[src/rtl/output_writer.sv]
// Write-back stage: rescales signed accumulator words to Q8.8 (shift, optional ReLU,
// saturation) and writes one frame of DEPTH words to RAM addresses 0..DEPTH-1.
module output_writer #(
    parameter int ACC_WIDTH  = 32,
    parameter int DATA_WIDTH = 16,
    parameter int FRAC_BITS  = 8,
    parameter int DEPTH      = 8,
    parameter int ADDR_WIDTH = 3
) (
    input  logic                         clock,
    input  logic                         reset,
    input  logic                         start,
    input  logic                         relu_en,
    input  logic                         in_valid,
    output logic                         in_ready,
    input  logic signed [ACC_WIDTH-1:0]  in_data,
    output logic        [ADDR_WIDTH-1:0] ram_address,
    output logic        [DATA_WIDTH-1:0] ram_write_data,
    output logic                         ram_enable,
    output logic                         ram_write,
    output logic                         busy,
    output logic                         done,
    output logic                         sat_flag,
    output logic        [1:0]            dbg_state
);
    // Handshake: a word is consumed on a rising edge where in_valid and in_ready are
    // both high; with in_ready low the upstream holds in_data and in_valid unchanged.

    typedef enum logic [1:0] {
        IDLE = 2'd0,
        RUN  = 2'd1,
        DONE = 2'd2
    } state_t;

    localparam int CW = ADDR_WIDTH + 1;
    localparam logic signed [ACC_WIDTH-1:0] SAT_MAX = ACC_WIDTH'(2 ** (DATA_WIDTH - 1) - 1);
    localparam logic signed [ACC_WIDTH-1:0] SAT_MIN = -SAT_MAX - 1;

    state_t                         state;
    logic        [CW-1:0]           count;
    logic signed [ACC_WIDTH-1:0]    shifted;
    logic signed [ACC_WIDTH-1:0]    rectified;
    logic        [DATA_WIDTH-1:0]   word_val;
    logic                           word_sat;
    logic                           accept;
    logic                           last_word;

    assign in_ready  = (state == RUN) && (count < CW'(DEPTH));
    assign accept    = in_valid && in_ready;
    assign last_word = (count == CW'(DEPTH - 1));
    assign busy      = (state != IDLE);
    assign ram_write = ram_enable;
    assign dbg_state = state;

    // The ReLU clamp happens before saturation so it never raises sat_flag.
    always_comb begin
        shifted   = in_data >>> FRAC_BITS;
        rectified = (relu_en && (shifted < 0)) ? '0 : shifted;
        word_sat  = 1'b0;
        word_val  = rectified[DATA_WIDTH-1:0];
        if (rectified > SAT_MAX) begin
            word_val = SAT_MAX[DATA_WIDTH-1:0];
            word_sat = 1'b1;
        end else if (rectified < SAT_MIN) begin
            word_val = SAT_MIN[DATA_WIDTH-1:0];
            word_sat = 1'b1;
        end
    end

    always_ff @(posedge clock) begin
        if (reset) begin
            state          <= IDLE;
            count          <= '0;
            ram_enable     <= 1'b0;
            ram_address    <= '0;
            ram_write_data <= '0;
            done           <= 1'b0;
            sat_flag       <= 1'b0;
        end else begin
            ram_enable <= accept;
            done       <= accept && last_word;
            if (accept) begin
                ram_address    <= count[ADDR_WIDTH-1:0];
                ram_write_data <= word_val;
                count          <= count + 1'b1;
                if (word_sat) sat_flag <= 1'b1;
            end
            case (state)
                IDLE: begin
                    if (start) begin
                        state    <= RUN;
                        count    <= '0;
                        sat_flag <= 1'b0;
                    end
                end
                RUN: begin
                    if (accept && last_word) state <= DONE;
                end
                DONE:    state <= IDLE;
                default: state <= IDLE;
            endcase
        end
    end

endmodule

[config.mk]
export PLATFORM = sky130hd
export DESIGN_NAME = output_writer
export DESIGN_NICKNAME = d
export VERILOG_FILES = /design/src/rtl/output_writer.sv
export SDC_FILE = /design/constraint.sdc
export NUM_CORES = 1
export LEC_CHECK = 0
export ABC_CLOCK_PERIOD_IN_PS = 1410
export CORE_MARGIN = 2
export CORE_UTILIZATION = 30
export DETAILED_ROUTE_END_ITERATION = 10
export DONT_BUFFER_PORTS = 1
export PLACE_DENSITY_LB_ADDON = 0.15
export RECOVER_POWER = 50
export SETUP_SLACK_MARGIN = 0.2
export SLEW_MARGIN = 20
export SYNTH_ARGS = -nofsm -noshare
export SYNTH_HDL_FRONTEND = slang
export SYNTH_SLANG_ARGS = --single-unit
[constraint.sdc]
create_clock -name clock -period 1.41 [get_ports clock]
set_input_delay 0.282 -clock clock [delete_from_list [all_inputs] [get_ports clock]]
set_output_delay 0.282 -clock clock [all_outputs]
set_load 0.01 [all_outputs]
==> results of run 1 <==
cells in the mapped netlist, types with 2 or more instances:
cell,count,area (µm²)
a211oi_1,2,15.0
a21oi_1,7,35.0
a311oi_1,5,43.8
a311oi_2,10,150
a32oi_1,15,131
and2b_1,4,30.0
and4_1,2,17.5
buf_2,3,15.0
buf_4,3,22.5
buf_6,5,56.3
clkbuf_1,3,11.3
dfxtp_1,28,561
inv_1,3,11.3
nand2_1,9,33.8
nor2_1,22,82.6
nor2b_1,11,68.8
nor4_1,2,12.5
report_power, final:
| part | leakage, nW | internal, mW | switching [mW] | total (mW) |
|---|---|---|---|---|
| Combinational | 0.339 | 0.137 | 0.116 | 0.253 |
| Sequential | 0.230 | 0.823 | 0.0513 | 0.875 |
| Clock | 0.0357 | 0.380 | 0.246 | 0.626 |
worst max-delay path, cell delays in order (launching register included):
cell,delay (ps)
dfxtp_4,360
and4bb_4,410
buf_12,140
buf_4,110
a41oi_1,110
nor2_1,100
per-stage QoR:
stage          cells  setup slack, ps
6_report         209              117
5_1_grt          209             72.7
4_1_cts          203              133
3_5_place_dp     196             72.8
3_3_place_gp     196              119
2_1_floorplan    151              204
routing by layer:
metal  routed length (µm)  share of wire
met5                    0              0
met4                   65          0.018
met3                  199          0.054
met2                 1820           0.50
met1                 1580           0.43
timing repair:
item	4_1_cts	5_1_grt
pin swaps	2	13
resized for setup	12	19
cloned	1	3
setup buffers	2	3
hold buffers	0	0
hold endpoints to repair	0	0
setup endpoints to repair	22	24
flip-flops by register name, summed over array words and instances (netlist names):
name            count
ram_enable          1
count               4
dbg_state           2
sat_flag            1
ram_write_data     16
done                1
ram_address         3
cell type report:
type                       count  area (µm²)  share of cell area
multi-input combinational    104         835               0.465
sequential                    28         568               0.316
timing repair buffer          16         243               0.135
tap                           54        67.6              0.0376
clock buffer                   3        41.3              0.0230
clock inverter                 1        30.0              0.0167
inverter                       3        11.3             0.00627
worst min path at each step:
stage | slack [ps] | depth (start not counted) | startpoint | endpoint
floorplan | 420 | 1 | start | dbg_state[0]$_SDFFE_PP0P_
global placement | 360 | 1 | reset | ram_write_data[0]$_SDFFE_PP0P_
global route | 40 | 1 | reset | ram_address[0]$_SDFFE_PP0P_
CTS | 50 | 1 | reset | dbg_state[1]$_SDFFE_PP0P_
finish | 70 | 1 | reset | dbg_state[1]$_SDFFE_PP0P_
detailed placement | 360 | 1 | reset | ram_write_data[7]$_SDFFE_PP0P_
kinds of logic after synthesis:
| group | Yosys count | synth area share |
|---|---|---|
| XOR/XNOR | 1 | 0.00601 |
| buffers and inverters | 19 | 0.104 |
| flip-flops | 28 | 0.385 |
| AND/OR/NAND/NOR | 57 | 0.206 |
| AO/OA/AOI/OAI | 45 | 0.291 |
| adder cells (fa/ha/maj) | 1 | 0.00858 |
cells in the final DEF (no fill, tap or decap), types with 3 or more instances in the layout:
cell	n
nand2_1	8
buf_12	4
a32oi_1	15
a21oi_1	6
dfxtp_1	26
clkbuf_16	3
clkbuf_8	3
nor2b_1	11
nor2_4	8
and2b_1	4
nor2_1	13
a311oi_1	5
buf_4	6
a311oi_2	10
==> impl_metrics.csv, run 1 <==
group,metric,value,unit
cts,cts_root_buf,"clkbuf_8",
floorplanning,dieArea,5430,µm²
global_route,use_met3,0.0247,
critical_path,startpoint_type,"register",
floorplanning,die_h,73.7,µm
cts,cts_tree,"yes",
final_layout,final_cell_area,1800,µm²
global_route,gr-usage-met1,0.157,
floorplanning,die_x,73.7,µm
critical_path,crit_path_end_kind,"register",
logic_synthesis,ys_types,34,
cts,cts.clk_slew.worst_paths,100,ps
timing,fin_crit,1290,ps
critical_path,r2r_cells,5,
cts,cts_htree_levels,1,
cts,cts_buffers,3,
floorplanning,core_area,4690,µm²
timing,finalHoldViolCount,0,
global_route,grt_use_total,0.125,
final_layout,insertedDiodeCount,0,
routing,avgRoutedWirePerCell,17.5,µm
critical_path,crit_arrival,1500,ps
critical_path,r2r-end,"count[3]$_SDFF_PP0_",
global_route,grt_max_degree,26,
critical_path,rrSetupSlack,120,ps
power,power_leakage,0.605,nW
final_layout,nets,194,
timing,finalSetupTns,0,ps
critical_path,path_class,"reg2reg",
power,power_density,977,nW/µm²
logic_synthesis,synth_cells,151,
logic_synthesis,syn_area,1460,µm²
logic_synthesis,syn_nets,189,
final_layout,nFillCells,464,
global_route,use_met2,0.213,
floorplanning,io_pins,64,
routing,dr_total_vias,1190,
power,peakVddDrop,454,µV
critical_path,cp_max_fo,9,
cts,clock-sinks,28,
hold_path,min_path_type,"in2reg",
floorplanning,rows,25,
final_layout,utilization,0.383,
global_route,busiest_layer,"met2",
timing,fmax,0.773,GHz
routing,routed_wl,3.67,mm
timing,finalClockSkew,4.68,ps
timing,slew_headroom,0.689,
critical_path,crit_end,"count[3]$_SDFF_PP0_",
routing,drcViolationCount,0,
global_route,grt_first_pass_wirelength,5.38,mm
routing,firstDrtPassIters,4,
timing,worstMarginPinSlew,465,ps
timing,period_share,0.917,
critical_path,r2r-start,"count[3]$_SDFF_PP0_",
logic_synthesis,synth_edf_count,0,
timing,rsz0062_at_grt,"yes",
status,status,"finished clean",
routing,drt_iter0_markers,36,
timing,whs,66.6,ps
global_route,grt_pass1_vias,1100,
cts,clockBufferDepth,2,
logic_synthesis,avgSynthCellArea,9.65,µm²
global_route,grt_overflow_total,0,
logic_synthesis,async_reset_ff_frac,0,
timing,slew_violations,0,
logic_synthesis,synth_flop_cell,"dfxtp_1",
cts,clk_latency,270,ps
job,drv_cap,0,
critical_path,required,1620,ps
place,port_buffers,0,
place,dpl_cell_area,1480,µm²
power,total_power,1.75,mW
logic_synthesis,ys_ff_latch,28,
floorplanning,initial_utilization,0.311,
global_route,antenna_found_initial,0,
logic_synthesis,ys_warn_count,0,
logic_synthesis,ys_seq_area_frac,0.385,
place,gp_congestion,0.797,
critical_path,cp-startpoint,"count[3]$_SDFF_PP0_",
routing,routed_via_density,5.69,
routing,ant_nets,0,
final_layout,syn_to_final_growth,23.2,%
timing,setup_viol,0,
place,place_hpwl,2.38,mm
final_layout,drive_gt1_frac,0.303,
Note: power is estimated with default switching activity, not from simulation.
==> inputs of run 2 (changes only) <==
--- a/config.mk
+++ b/config.mk
@@ -9,4 +9,5 @@
 export CORE_MARGIN = 2
 export CORE_UTILIZATION = 30
+export CTS_BUF_LIST = sky130_fd_sc_hd__clkbuf_4 sky130_fd_sc_hd__clkbuf_8
 export DETAILED_ROUTE_END_ITERATION = 10
 export DONT_BUFFER_PORTS = 1
==> constraint.sdc (replaced) <==
create_clock -name clock -period 1.41 [get_ports clock]
set_input_delay 0.282 -clock clock [delete_from_list [all_inputs] [get_ports clock]]
set_output_delay 0.282 -clock clock [all_outputs]
set_load 0.05 [all_outputs]
==> run 2 against run 1 <==
Against the previous run:
- the flow now finishes with violations (negative setup slack)
- clock power increased by 1%
- critical path depth decreased by 1
- cell area down 3.6%
- combinational power rose by 43%
- highest routed layer unchanged
==> impl_metrics.csv, run 2 (same netlist as run 1, synthesis figures left out) <==
group,metric,value,unit
cts,cts_tree,"yes",
critical_path,cpPeakStageDelay,420,ps
power,power_density,1070,nW/µm²
power,power_leakage,0.637,nW
floorplanning,die_h,73.7,µm
timing,rsz0062_at_grt,"yes",
critical_path,rrSetupSlack,10,ps
timing,finalHoldViolCount,0,
routing,firstDrtPassIters,5,
power,peakVddDrop,335,µV
routing,routed-wl-met2,1.89,mm
critical_path,cp_max_fo,4,
final_layout,largestRegisters,"ram_write_data (16), count (4), ram_address (3)",
cts,clk_latency,270,ps
routing,wl_met3,232,µm
timing,finalClockSkew,2.21,ps
routing,routed_wl,3.61,mm
final_layout,insertedDiodeCount,0,
timing,worstMarginPinSlew,518,ps
timing,slew_headroom,0.654,
timing,fmax,0.667,GHz
status,violations,"negative setup slack",
job,drv_cap,0,
routing,avgRoutedWirePerCell,16.1,µm
cts,clock-sinks,28,
final_layout,largest-register,"ram_write_data",
floorplanning,core_area,4690,µm²
timing,fin_crit,1500,ps
place,place_hpwl,2.55,mm
hold_path,hold-path-endpoint,"dbg_state[1]$_SDFFE_PP0P_",
timing,layout_setup_ws,-88.8,ps
routing,drt_iter0_markers,36,
global_route,grt_first_pass_wirelength,5.79,mm
final_layout,drive_gt1_frac,0.300,
final_layout,nFillCells,484,
floorplanning,die_x,73.7,µm
floorplanning,initial_utilization,0.311,
critical_path,r2r-start,"dbg_state[0]$_SDFFE_PP0P_",
power,total_power,1.85,mW
critical_path,r2r-end,"ram_write_data[9]$_SDFFE_PP0P_",
routing,dr_total_vias,1248,
final_layout,mostFrequentLayoutCells,"26 x dfxtp_1, 22 x nor2_1, 15 x a32oi_1, 15 x clkbuf_2",
global_route,grt_pass1_vias,1311,
cts,clockBufferDepth,2,
final_layout,syn_to_final_growth,18.7,%
routing,wl_met1,1.37,mm
routing,top_layer,"met4",
global_route,grt_overflow_total,0,
floorplanning,dieArea,5430,µm²
critical_path,r2r_cells,4,
timing,slew_violations,0,
cts,ctsHoldBuffers,0,
global_route,antenna_found_initial,0,
place,dpl_cell_area,1660,µm²
global_route,grt_use_total,0.138,
critical_path,crit_arrival,1220,ps
cts,cts_buffers,3,
final_layout,largest_reg_flops,16,
hold_path,hold_start,"reset",
critical_path,startpoint_type,"register",
critical_path,required,1130,ps
timing,setup_viol,2,
critical_path,crit_path_end_kind,"output pin",
routing,ant_nets,0,
final_layout,final_common_cell,"dfxtp_1",
cts,cts_htree_levels,1,
floorplanning,io_pins,64,
final_layout,nets,209,
hold_path,min_path_type,"in2reg",
place,port_buffers,0,
status,status,"finished, violations left",
hold_path,hold_path_depth,1,
floorplanning,rows,25,
timing,period_share,1.06,
cts,cts.clk_slew.worst_paths,100,ps
critical_path,path_class,"reg2out",
place,gp_congestion,0.746,
global_route,grt_max_degree,26,
critical_path,critical_path.slowest_cell,"dfxtp_4",
final_layout,final_cell_area,1730,µm²
routing,drcViolationCount,0,
critical_path,cp_cell_sequence,"buf_6 -> nor2_1 -> inv_1 -> buf_4",
routing,routed_via_density,5.57,
cts,cts_root_buf,"clkbuf_8",
-- run 2: worst max-delay path by stage --
stage	startpoint	slack, ps	to
global placement	dbg_state[0]$_SDFFE_PP0P_	90	ram_write_data[13]$_SDFFE_PP0P_
floorplan	dbg_state[1]$_SDFFE_PP0P_	160	ram_write_data[0]$_SDFFE_PP0P_
CTS	dbg_state[0]$_SDFFE_PP0P_	-110	in_ready
finish	dbg_state[0]$_SDFFE_PP0P_	-90	busy
detailed placement	dbg_state[0]$_SDFFE_PP0P_	60	ram_write_data[9]$_SDFFE_PP0P_
global route	dbg_state[0]$_SDFFE_PP0P_	-150	in_ready
-- run 2: routing by layer --
layer,up-vias,GRT usage
met3,11,0.0343
li1,608,-
met1,581,0.150
met5,-,0
met2,48,0.241
met4,0,0.0808
-- run 2: power breakdown --
group	switching (mW)	internal, mW
Combinational	0.235	0.128
Clock	0.253	0.380
Sequential	0.0328	0.823
-- run 2: critical path: cells and delay by family, from the launching register on --
family        cells  cell delay (ps)
simple gates      1              140
buf+inv           3              380
flops             1              420
-- run 2: area by class of cell --
cell class                 instances  area (µm²)  area share
clock buffer                       3        41.3      0.0239
multi-input combinational        104         764       0.442
inverter                           3        11.3     0.00651
tap                               54        67.6      0.0390
sequential                        28         568       0.328
timing repair buffer              31         248       0.143
clock inverter                     1        30.0      0.0174
-- run 2: stage by stage --
step	cells	setup TNS (ps)	setup WS, ps	util	hold slack (ps)
2_1_floorplan	151	0	162	-	419
3_3_place_gp	219	0	89.9	0.354	347
3_5_place_dp	219	0	60.6	0.354	350
4_1_cts	224	-221	-107	0.377	40.6
5_1_grt	224	-803	-154	0.369	39.4
6_report	224	-175	-88.8	0.369	56.4
-- run 2: what timing repair did --
item	CTS	global route
pin swaps	1	0
endpoints found under the setup margin	28	31
buffers inserted	0	0
gates resized for setup	6	1
cloned	1	0
==> patch 1: new RTL, flow settings as in run 2 <==
Put one more register stage on the output `sat_flag`, cleared by the reset. The value now appears one clock later. The other outputs are not delayed to match.
--- a/src/rtl/output_writer.sv
+++ b/src/rtl/output_writer.sv
@@ -35,6 +35,8 @@
     localparam int CW = ADDR_WIDTH + 1;
     localparam logic signed [ACC_WIDTH-1:0] SAT_MAX = ACC_WIDTH'(2 ** (DATA_WIDTH - 1) - 1);
     localparam logic signed [ACC_WIDTH-1:0] SAT_MIN = -SAT_MAX - 1;
+
+    logic sat_flag_s0;
 
     state_t                         state;
     logic        [CW-1:0]           count;
@@ -75,7 +77,7 @@
             ram_address    <= '0;
             ram_write_data <= '0;
             done           <= 1'b0;
-            sat_flag       <= 1'b0;
+            sat_flag_s0    <= 1'b0;
         end else begin
             ram_enable <= accept;
             done       <= accept && last_word;
@@ -83,14 +85,14 @@
                 ram_address    <= count[ADDR_WIDTH-1:0];
                 ram_write_data <= word_val;
                 count          <= count + 1'b1;
-                if (word_sat) sat_flag <= 1'b1;
+                if (word_sat) sat_flag_s0 <= 1'b1;
             end
             case (state)
                 IDLE: begin
                     if (start) begin
                         state    <= RUN;
                         count    <= '0;
-                        sat_flag <= 1'b0;
+                        sat_flag_s0 <= 1'b0;
                     end
                 end
                 RUN: begin
@@ -102,5 +104,13 @@
         end
     end
 
+    always_ff @(posedge clock) begin
+        if (reset) begin
+            sat_flag <= '0;
+        end else begin
+            sat_flag <= sat_flag_s0;
+        end
+    end
+
 endmodule
 
Behaviour: not the same (a bounded check fails within 4 cycles, from zero or initial values and one cycle with reset high).
==> patch 1 against run 2 <==
  * Synthesized area increased by 1.5%
  * First-iteration DRC count up 56%
  * Design area grew 5.6%
  * Global-route usage grew 0.30 points
  * Sequential cell count is 1 higher
  * Clock skew grew 5.3 ps
  * Wire length up 3.1%
  * The run still ends with negative setup slack left
  * Largest cell class unchanged
  * Highest routed layer unchanged
  * Total power is 5.9% higher
  * Worst setup slack worse by 1.9 ps
==> patch 1: results (changes against run 2) <==
| Metric | Value |
|---|---|
| Status | `finished with violations` |
| Failing checks | `negative setup slack` |
| Maximum VDD drop | `0.472 mV (+41%)` |
| Synth Flop Type | `dfxtp_1` |
| Worst Tran Pin Value | `506 ps (-11.8 ps)` |
| Top cells by count, synth | `dfxtp_1 (29), nor2_1 (22), a32oi_1 (15), nor2b_1 (12), a311oi_2 (10)` |
| Final setup margin | `-90.7 ps (-1.88 ps)` |
| Vias per Instance | `5.24 (-6.0%)` |
| YS warnings | `0 (unchanged)` |
| Post-DR wirelength/cell | `15.4 µm (-4.2%)` |
| Final antenna diode count | `0 (unchanged)` |
| Clock transition at path regs | `60 ps (-40 ps)` |
| Synth cell types | `33 (-2.9%)` |
| Ys async rst share | `0 (unchanged)` |
| LEAKAGE | `0.667 nW (+4.7%)` |
| WP data arrival | `1220 ps (about the same)` |
| Clk_lat worst skew | `about 280 ps` |
| Biggest regs | `ram_write_data (16), count (4), ram_address (3)` |
| First-pass iteration count of the detailed router | `4 (-1)` |
| Syn nets | `191 (+1.1%)` |
| DP HPWL | `2490 µm (-2.5%)` |
| Critical Path Fanout Max | `4 (unchanged)` |
| TNS Setup | `-175 ps (+0.479 ps)` |
| Global-route wire length before repair | `5910 µm (+2.1%)` |
| Sequential area share after synthesis | `0.393 (+0.00801)` |
| Largest cells by area after synthesis | `dfxtp_1 (39%), a311oi_2 (10%), a32oi_1 (8.9%), nor2_1 (5.6%), nor2b_1 (5.1%)` |
| Post-CTS setup buffers | `0 (unchanged)` |
| CTS Root Cell | `clkbuf_8` |
| Vias in the first global route | `1319 (+0.61%)` |
| H-tree depth | `2 (+1)` |
| Final GP Congestion | `0.708 (-5.0%)` |
| Initial antenna violation count | `0 (unchanged)` |
| Layout cells sized above 1 | `0.316 (+0.0161)` |
| Largest net degree at the start of global routing | `27 (+3.8%)` |
| GRT Util Overall | `0.141 (+0.00297)` |
| Port Buffers | `0 (unchanged)` |
| Fin nets | `212 (+1.4%)` |
| Worst Hold Class | `input pin to register` |
| # setup viols final | `4 (+2)` |
| Setup Skew | `7.53 ps (+5.33 ps)` |
| Clock Path Buffers | `2 (unchanged)` |
| Total CTS buffers | `5 (+2)` |
| Initial DRC count | `56 (+56%)` |
| Placed instance area | `1700 µm² (+2.1%)` |
-- patch 1: cell count changes after synthesis, sizes merged --
cell / delta
dfxtp: +1
nor2b: +1
-- patch 1: metal layers --
metal  global-route usage  part of all wire
met1                0.158              0.42
met2                0.238              0.48
met3               0.0461             0.086
met4               0.0754             0.019
met5                    0                 0
-- patch 1: final timing paths --
| check | from | end | slack [ps] | cells after the start |
|---|---|---|---|---|
| setup / recovery | dbg_state[0] | in_ready | -90 | 3 |
| hold / removal | reset | ram_write_data[15] | 70 | 1 |
| setup reg to reg | dbg_state[0] | ram_write_data[10] | -10 | 4 |
| hold reg to reg | ram_address[2] | ram_address[2] | 460 | 2 |
-- patch 1: repair_timing --
| item | in CTS | in global routing |
|---|---|---|
| gates resized for setup | 6 | 1 |
| gates cloned | 1 | 0 |
| hold buffers | 0 | 0 |
| setup endpoints to repair | 26 | 29 |
| pin swaps | 1 | 0 |
-- patch 1: critical path: stages, from the launching register on --
cell and delay [ps]:
dfxtp_4 460, buf_6 130, nor3b_4 170, buf_6 180
-- patch 1: area by class of cell --
class	count	area, µm²
clock buffer	7	90.1
inverter	3	11.3
sequential	29	588
fill	486	2900
timing repair buffer	30	275
tap	67	83.8
multi-input combinational	105	778
-- patch 1: through the flow --
stage | std cells | setup WS [ps]
4_1_cts | 241 | -98.1
2_1_floorplan | 153 | 159
5_1_grt | 241 | -132
3_5_place_dp | 233 | 39.8
3_3_place_gp | 233 | 86.5
6_report | 241 | -90.7
-- patch 1: logic make-up after synthesis --
logic type,count (synthesis),share of synthesized area
AND/OR/NAND/NOR,58,0.207
AO/OA/AOI/OAI,45,0.287
flip-flops,29,0.393
buffers and inverters,19,0.0990
XOR/XNOR,1,0.00592
adder cells (fa/ha/maj),1,0.00846
-- patch 1: power by group --
part           internal (mW)  switching, mW
combinational          0.140          0.234
clock                  0.405          0.298
sequential             0.853         0.0319
==> patch 2: new RTL, settings of run 2 <==
Without the edit above. `ADDR_WIDTH`: 3 -> 4.
--- a/src/rtl/output_writer.sv
+++ b/src/rtl/output_writer.sv
@@ -5,7 +5,7 @@
     parameter int DATA_WIDTH = 16,
     parameter int FRAC_BITS  = 8,
     parameter int DEPTH      = 8,
-    parameter int ADDR_WIDTH = 3
+    parameter int ADDR_WIDTH = 4
 ) (
     input  logic                         clock,
     input  logic                         reset,
Interface: changed (resized ram_address); port bits go from 64 to 65. No check against the original RTL was run, so the function may have changed too.
==> patch 2 against run 2 <==
  * The run still ends with negative setup slack left
  * Clock skew increased by 2.6 ps
  * Worst setup slack improved by 62 ps
  * Total power increased by 7.3%
  * Cell count decreased by 7.1%
  * Sequential cell count increased by 2
  * Register-to-register slack got worse by 20 ps
  * First-iteration DRC count decreased by 33%
  * Worst hold slack improved by 11 ps
  * Wire length decreased by 16%
  * Design area increased by 0.14%
  * Synthesized area decreased by 12%
  * Highest routed layer unchanged
==> patch 2: results (changes against run 2) <==
| Metric | Value |
|---|---|
| Vias | `1039 (-17%)` |
| Worst Tran Pin Value | `581 ps (+63.1 ps)` |
| Combinational power share | `0.156 (-0.040)` |
| Biggest regs | `ram_write_data (16), count (5), ram_address (4)` |
| Global-route wire length before repair | `4980 µm (-14%)` |
| Setup Skew | `4.81 ps (+2.60 ps)` |
| Post-DR wirelength/cell | `14.5 µm (-9.7%)` |
| # setup viols final | `8 (+6)` |
| Sequential area share after synthesis | `0.468 (+0.0837)` |
| WP data arrival | `1160 ps (-60 ps)` |
| Final GP Congestion | `0.690 (-7.5%)` |
| Layout cells sized above 1 | `0.462 (+0.162)` |
| LEAKAGE | `0.638 nW (+0.12%)` |
| Synth cell types | `30 (-12%)` |
| Clock transition at path regs | `60 ps (-40 ps)` |
| Failing checks | `negative setup slack` |
| DP HPWL | `2100 µm (-18%)` |
| Switch share | `0.286 (+0.00491)` |
| Routed wire length | `3030 µm (-16%)` |
| Largest net degree at the start of global routing | `28 (+7.7%)` |
| Syn nets | `172 (-9.0%)` |
| Maximum VDD drop | `0.510 mV (+52%)` |
| Initial DRC count | `24 (-33%)` |
| TNS Setup | `-56.9 ps (+118 ps)` |
| Final setup margin | `-27.0 ps (+61.8 ps)` |
| Post-synth top area share | `0.468 (+0.0837)` |
| Critical Path Fanout Max | `3 (-1)` |
| Largest cells by area after synthesis | `dfxtp_1 (47%), a211oi_2 (13%), nand2_1 (7.3%), nor2_1 (7.3%), buf_6 (2.6%)` |
| H-tree depth | `2 (+1)` |
| Status | `finished with violations` |
| Total CTS buffers | `5 (+2)` |
==> patch 2: final timing paths <==
path | start | endpoint | slack, ps | depth (start not counted)
hold / removal | reset | dbg_state[1] | 70 | 1
setup / recovery | dbg_state[1] | in_ready | -30 | 2
setup reg to reg | dbg_state[1] | ram_write_data[4] | -10 | 5
hold reg to reg | ram_address[2] | ram_address[2] | 450 | 2
==> patch 2: timing repair <==
action / CTS / global route
gates resized for setup: 31 / 17
buffers inserted: 2 / 2
pin swaps: 8 / 5
setup endpoints to repair: 37 / 35
cloned: 1 / 0
==> patch 2: kinds of logic after synthesis <==
family	synth area share
AND/OR/NAND/NOR	0.223
buffers and inverters	0.0634
AO/OA/AOI/OAI	0.221
flip-flops	0.468
adder cells (fa/ha/maj)	0.00975
XOR/XNOR	0.0137
==> patch 2: cell type report <==
class	instances	area, µm²
Fill cell	393	2320
Inverter	1	6.26
Tap cell	50	62.6
Timing Repair Buffer	24	229
Sequential cell	30	606
Clock buffer	7	90.1
Clock inverter	1	5.00
Multi-Input combinational cell	95	734
==> patch 2: worst max-delay path: stages (launching register included) <==
cell and delay, ps:
dfxtp_2 330, nor4b_4 310, buf_6 230
==> patch 2: stage by stage <==
step                power, mW  hold slack [ps]  cell area (µm²)  worst slack, ps  utilization
finish                   1.99             67.8             1730            -27.0        0.427
global route             2.07             56.5             1730            -70.8        0.427
CTS                      2.00             53.4             1670            -5.03        0.412
detailed placement       1.24              354             1460             -126        0.359
global placement         1.23              353             1460             -102        0.359
floorplan                1.20              419             1310             -564            -
==> patch 2: metal layers <==
metal / share of wire / track usage
met4: 0.010 / 0.0414
met5: 0 / 0
met1: 0.43 / 0.154
met3: 0.081 / 0.0538
met2: 0.48 / 0.209
